<file path="src/rtl/cv32e40p_div_arbiter.sv">
// Round-robin sharing front end for a single serial divider: grants one of two
// requesters, precomputes divisor side-band values and returns the result.
// Optional DIV_ARB_ZERO_BYPASS_EN answers zero-divisor operations without the divider.
module cv32e40p_div_arbiter #(
    parameter int C_WIDTH     = 32,
    parameter int C_LOG_WIDTH = 6
) (
    input  logic                   Clk_CI,
    input  logic                   Rst_RBI,
    input  logic [1:0]             ReqVld_SI,
    output logic [1:0]             ReqRdy_SO,
    input  logic [2*C_WIDTH-1:0]   ReqOpA_DI,
    input  logic [2*C_WIDTH-1:0]   ReqOpB_DI,
    input  logic [3:0]             ReqOpCode_DI,
    output logic [1:0]             RspVld_SO,
    input  logic [1:0]             RspRdy_SI,
    output logic [C_WIDTH-1:0]     RspRes_DO,
    output logic                   Busy_SO,
    output logic [C_WIDTH-1:0]     Div_OpA_DO,
    output logic [C_WIDTH-1:0]     Div_OpB_DO,
    output logic [C_LOG_WIDTH-1:0] Div_OpBShift_DO,
    output logic                   Div_OpBIsZero_SO,
    output logic                   Div_OpBSign_SO,
    output logic [1:0]             Div_OpCode_SO,
    output logic                   Div_InVld_SO,
    output logic                   Div_OutRdy_SO,
    input  logic                   Div_OutVld_SI,
    input  logic [C_WIDTH-1:0]     Div_Res_DI
);

    typedef enum logic [1:0] {IDLE, ISSUE, BUSY, RESP} state_t;

    state_t                 state_reg, state_next;
    logic                   prio_reg, prio_next;
    logic                   owner_reg, owner_next;
    logic [C_WIDTH-1:0]     op_a_reg, op_a_next;
    logic [C_WIDTH-1:0]     op_b_reg, op_b_next;
    logic [C_WIDTH-1:0]     res_reg, res_next;
    logic [C_LOG_WIDTH-1:0] shift_reg, shift_next;
    logic                   zero_reg, zero_next;
    logic                   sign_reg, sign_next;
    logic [1:0]             code_reg, code_next;

    logic [C_WIDTH-1:0] req_op_a [2];
    logic [C_WIDTH-1:0] req_op_b [2];
    logic [1:0]         req_code [2];

    genvar gi;
    generate
        for (gi = 0; gi < 2; gi++) begin : g_unpack
            assign req_op_a[gi] = ReqOpA_DI[gi*C_WIDTH +: C_WIDTH];
            assign req_op_b[gi] = ReqOpB_DI[gi*C_WIDTH +: C_WIDTH];
            assign req_code[gi] = ReqOpCode_DI[2*gi +: 2];
        end
    endgenerate

    logic               grant_any;
    logic               grant_idx;
    logic [C_WIDTH-1:0] sel_a;
    logic [C_WIDTH-1:0] sel_b;
    logic [1:0]         sel_code;
    logic               sel_signed;
    logic               sel_zero;
    logic               lead_ref;
    int                 lead_cnt;
    int                 shift_int;
    logic [1:0]         req_rdy;

    // Pointer only matters under contention; a lone requester always wins.
    assign grant_any  = |ReqVld_SI;
    assign grant_idx  = (ReqVld_SI == 2'b11) ? prio_reg : ReqVld_SI[1];
    assign sel_a      = req_op_a[grant_idx];
    assign sel_b      = req_op_b[grant_idx];
    assign sel_code   = req_code[grant_idx];
    assign sel_signed = sel_code[0];
    assign sel_zero   = (sel_b == '0);
    assign lead_ref   = sel_signed & sel_b[C_WIDTH-1];

    // Run length of leading bits equal to lead_ref; C_WIDTH when every bit matches.
    always_comb begin
        lead_cnt = C_WIDTH;
        for (int i = 0; i < C_WIDTH; i++) begin
            if (sel_b[i] != lead_ref) begin
                lead_cnt = C_WIDTH - 1 - i;
            end
        end
        if (lead_cnt == C_WIDTH) begin
            shift_int = C_WIDTH - 1;
        end else if (sel_signed) begin
            shift_int = lead_cnt - 1;
        end else begin
            shift_int = lead_cnt;
        end
        if (!sel_signed) begin
            shift_int = shift_int + 1;
        end
    end

    always_comb begin
        state_next = state_reg;
        prio_next  = prio_reg;
        owner_next = owner_reg;
        op_a_next  = op_a_reg;
        op_b_next  = op_b_reg;
        res_next   = res_reg;
        shift_next = shift_reg;
        zero_next  = zero_reg;
        sign_next  = sign_reg;
        code_next  = code_reg;
        req_rdy    = 2'b00;
        case (state_reg)
            IDLE: begin
                if (grant_any) begin
                    req_rdy    = grant_idx ? 2'b10 : 2'b01;
                    prio_next  = ~grant_idx;
                    owner_next = grant_idx;
                    op_a_next  = sel_a;
                    op_b_next  = sel_b;
                    code_next  = sel_code;
                    zero_next  = sel_zero;
                    sign_next  = sel_b[C_WIDTH-1] & sel_signed;
                    shift_next = C_LOG_WIDTH'(shift_int);
                    state_next = ISSUE;
`ifdef DIV_ARB_ZERO_BYPASS_EN
                    if (sel_zero) begin
                        res_next   = sel_code[1] ? sel_a : '1;
                        state_next = RESP;
                    end
`endif
                end
            end
            ISSUE: begin
                state_next = BUSY;
            end
            BUSY: begin
                if (Div_OutVld_SI) begin
                    res_next   = Div_Res_DI;
                    state_next = RESP;
                end
            end
            RESP: begin
                if (RspRdy_SI[owner_reg]) begin
                    state_next = IDLE;
                end
            end
            default: begin
                state_next = IDLE;
            end
        endcase
    end

    always_ff @(posedge Clk_CI or negedge Rst_RBI) begin
        if (!Rst_RBI) begin
            state_reg <= IDLE;
            prio_reg  <= 1'b0;
            owner_reg <= 1'b0;
            op_a_reg  <= '0;
            op_b_reg  <= '0;
            res_reg   <= '0;
            shift_reg <= '0;
            zero_reg  <= 1'b0;
            sign_reg  <= 1'b0;
            code_reg  <= 2'b00;
        end else begin
            state_reg <= state_next;
            prio_reg  <= prio_next;
            owner_reg <= owner_next;
            op_a_reg  <= op_a_next;
            op_b_reg  <= op_b_next;
            res_reg   <= res_next;
            shift_reg <= shift_next;
            zero_reg  <= zero_next;
            sign_reg  <= sign_next;
            code_reg  <= code_next;
        end
    end

    // Reset gates the combinational grant so every output reads 0 while held.
    assign ReqRdy_SO        = req_rdy & {2{Rst_RBI}};
    assign RspVld_SO        = (state_reg == RESP) ? (owner_reg ? 2'b10 : 2'b01) : 2'b00;
    assign RspRes_DO        = res_reg;
    assign Busy_SO          = (state_reg != IDLE);
    assign Div_OpA_DO       = op_a_reg;
    assign Div_OpB_DO       = op_b_reg;
    assign Div_OpBShift_DO  = shift_reg;
    assign Div_OpBIsZero_SO = zero_reg;
    assign Div_OpBSign_SO   = sign_reg;
    assign Div_OpCode_SO    = code_reg;
    assign Div_InVld_SO     = (state_reg == ISSUE);
    assign Div_OutRdy_SO    = (state_reg == BUSY);

endmodule
</file>
<file path="config.mk">
export PLATFORM = sky130hd
export DESIGN_NAME = cv32e40p_div_arbiter
export DESIGN_NICKNAME = d
export VERILOG_FILES = /design/src/rtl/cv32e40p_div_arbiter.sv
export SDC_FILE = /design/constraint.sdc
export NUM_CORES = 1
export LEC_CHECK = 0
export CAP_MARGIN = 20
export CORE_MARGIN = 5
export CORE_UTILIZATION = 30
export CTS_CLUSTER_DIAMETER = 150
export DETAILED_ROUTE_END_ITERATION = 10
export SKIP_LAST_GASP = 1
export SLEW_MARGIN = 15
export SYNTH_ARGS = -nofsm -noshare
export SYNTH_HDL_FRONTEND = slang
export SYNTH_SLANG_ARGS = --single-unit
</file>
<file path="constraint.sdc">
create_clock -name Clk_CI -period 3.5 [get_ports Clk_CI]
set_clock_uncertainty 0.2 [all_clocks]
set_input_delay 0.525 -clock Clk_CI [delete_from_list [all_inputs] [get_ports Clk_CI]]
set_output_delay 0.525 -clock Clk_CI [all_outputs]
set_load 0.005 [all_outputs]
</file>
==> impl_results.md <==
* Post-synthesis net count at approximately 980
* Initial core utilization at 0.307
* Place WS at -0.819 ns
* Status: finished, final reports clean
* Critical Path End Type: flop
* Setup violations, final at 0
* Nets at between 1k and 1.5k
* Worst-path clk slew at approximately 0.09 ns
* Switching part of the total at 0.347
* Tot GR Track Use at 0.212
* Library cells used by synthesis at a little over 70
* Yosys reg bits at 110
* Num CTS Buffers at 9
* Logic pwr share at 0.530
* Post-synth EDFFs at 0
* Synth area leaders: dfrtp_1, nand2_1, mux2_2, nor2_1, a31oi_1
* Die ar. at between 20,000 and 30,000 um^2
* Power per cell area at 599 nW/um^2
* Fin. max-slew vios at 0
* P&R area growth vs syn at 76.5%
* Largest net degree at the start of global routing at 65
* Clock Latency Late Sink at 0.35 ns
* RSZ-0062 raised after global routing: yes
* Cell-internal power at about 4.7 mW
* Commonest non-fill, non-tap cells in the layout: clkdlybuf4s50_1, buf_4, nand2_1
* Syn Std Cell Area at 6750 um^2
* Layout Cells excl Fill at approximately 1.5k
* Peak VDD IR at ~0.23 mV
* H-tree levels at 3
* Syn avg cell area at approximately 8.5 um^2
* Final Hold Violating Endpoints at 0
* Core Area at around 22,000 um^2
* CTS Buffer Depth at 2
* Final WL at roughly 28,000 um
* Fmax at 0.290 GHz
* IO Count at 284
* Worst slew pin tran at around 0.65 ns
* Vias in the first global route at about 7.8k
* Die span in x at around 160 um
* Sequential Power Share at 0.315
* Synth Instances at about 800
* Drt initial violations at 520
* Fin crit share at 0.984
* Warnings from Yosys at 0
* Root Buffer: clkbuf_16
* Hold buffer count at cts at 0
* Synth top area share at 0.408
* TritonCTS clock tree: yes
* WL/cell at 18.5 um
* RePlAce Congestion at between 0.9 and 1
* Vias per cell at about 5.1
* Crit Path Category: primary input to flop
* Layout cells sized above 1 at 0.267
* Slew Limit Headroom at 0.567
* Vias at around 7.7k
* Seq/Total Area, Yosys at 0.408
* Max-cap violations at 0
* R2r worst-path depth at 20
* Buffers on Ports at between 200 and 300
* Worst min path class: primary input to asynchronous set/reset pin
* Die Y at 160 um
* Placed cells at between 1k and 1.5k
* Psw at approximately 2.5 mW
* DRT Pass-1 Iters at 5
* Clock power frac at 0.155
* First-pass GRT wire length at 43,500 um
* Initial antenna violation count at 2
* Final ANT Viol Nets at 0
* Crit path time final at between 3 and 4 ns
* Clock Sinks at 110
* Critical-path maximum fanout at 4
* Setup ws final at ~0.057 ns
* WP data required at ~3.5 ns
* DRC viols at 0
* CP arrival at approximately 3.5 ns
* Most common cell after layout, fill and taps aside: clkdlybuf4s50_1
* GRT overflow at 0
* Crit start category: primary input
* Static Leak at 5.20 nW
* Asr flop ratio synth at 1.00
* Main flop type after synthesis: dfrtp_1
* FP Rows at 54
* Synth area leader: dfrtp_1
* HPWL after detailed placement at 22,400 um
[repair_timing]
action,in CTS,in global routing
resized for setup,90,84
buffers inserted,10,10
cloned,0,0
pin swaps,26,33
endpoints found under the setup margin,5,5
[per-stage QoR]
step           TNS [ns]   util  power, mW  area (um^2)  hold WS, ns
2_1_floorplan    -0.616      -       3.73         6850       0.0294
3_3_place_gp      -3.84  0.505       5.90        11100        0.250
3_5_place_dp      -4.07  0.505       5.97        11100        0.255
4_1_cts         -0.0202  0.528       7.14        11600       0.0512
5_1_grt          -0.423  0.542       7.63        11900       0.0754
6_report              0  0.542       7.13        11900       0.0398
[routing by layer]
layer	track usage	wire length [um]
met1	0.270	11900
met2	0.365	13600
met3	0.0456	1910
met4	0.0540	607
met5	0	13
[synth_stat cells (5+ instances only)]
| cell | number |
|---|---|
| o211ai_1 | 5 |
| nand4_1 | 17 |
| a31oi_1 | 39 |
| mux2_2 | 35 |
| nor4_1 | 6 |
| nand3_1 | 28 |
| nand2b_1 | 13 |
| a211oi_1 | 6 |
| or4_1 | 7 |
| dfrtp_1 | 110 |
| mux2i_1 | 18 |
| a21o_1 | 5 |
| nor2b_1 | 5 |
| a22oi_1 | 24 |
| clkbuf_1 | 26 |
| o21ai_0 | 36 |
| inv_1 | 15 |
| ha_1 | 7 |
| a21oi_1 | 34 |
| buf_2 | 11 |
| nor2_1 | 68 |
| and3_1 | 8 |
| nand2_1 | 158 |
| and2_1 | 6 |
| buf_1 | 9 |
| nor3_1 | 13 |
| or3_1 | 13 |
[power by group through the flow]
stage	Combinational, mW	Sequential [mW]	Clock, mW
5_1_grt	4.13	2.32	1.18
6_report	3.78	2.24	1.11
2_1_floorplan	1.44	2.29	0
4_1_cts	3.75	2.25	1.13
3_3_place_gp	3.65	2.25	0
3_5_place_dp	3.69	2.27	0
[cell families (layout without fill, tap and decap cells)]
family,Yosys count,in the layout,share of synthesized area
and+or+nand+nor,359,359,0.248
AOI/OAI and AO/OA,200,200,0.199
DFF,110,110,0.408
buffers and inverters,66,504,0.0432
muxes,53,53,0.0851
adders and majority gates,7,7,0.0130
xor gates and xnor gates,3,3,0.00389
other,0,1,0
[worst paths after layout]
| path | start | end | slack (ns) |
|---|---|---|---|
| worst max-delay path | ReqOpB_DI[43] | Div_OpBShift_DO[4] | 0.06 |
| worst min-delay path | Rst_RBI | Div_OpB_DO[3] | 0.04 |
| worst max register to register | prio_reg | Div_OpBShift_DO[4] | 0.07 |
| worst min register to register | Div_OpA_DO[2] | Div_OpA_DO[2] | 0.27 |
| max in group asynchronous | Rst_RBI | Div_OpB_DO[12] | 2.25 |
| min in group Clk_CI | Div_OpA_DO[2] | Div_OpA_DO[2] | 0.27 |
[cell type report]
| class | count | area (um^2) |
|---|---|---|
| sequential | 110 | 2750 |
| multi-input combinational | 622 | 4160 |
| clock inverter | 7 | 88.8 |
| tap | 280 | 350 |
| clock buffer | 9 | 225 |
| timing repair buffer | 473 | 4280 |
| fill | 2069 | 10000 |
| antenna | 1 | 2.50 |
| inverter | 15 | 56.3 |
[worst max-delay path: stages]
cell             delay, ns
clkdlybuf4s15_1       0.23
a211oi_2              0.27
buf_4                 0.15
buf_4                 0.09
o21ai_0               0.07
nand4_1               0.10
nor2_1                0.07
o32ai_2               0.28
a21oi_1               0.11
or3_4                 0.35
o21a_4                0.15
ha_4                  0.24
mux2_4                0.28
nand2_4               0.06
ha_4                  0.13
nand2_2               0.05
a21oi_2               0.11
xor2_1                0.15
o21ai_1               0.07
Note: power is estimated with default switching activity, not from simulation.
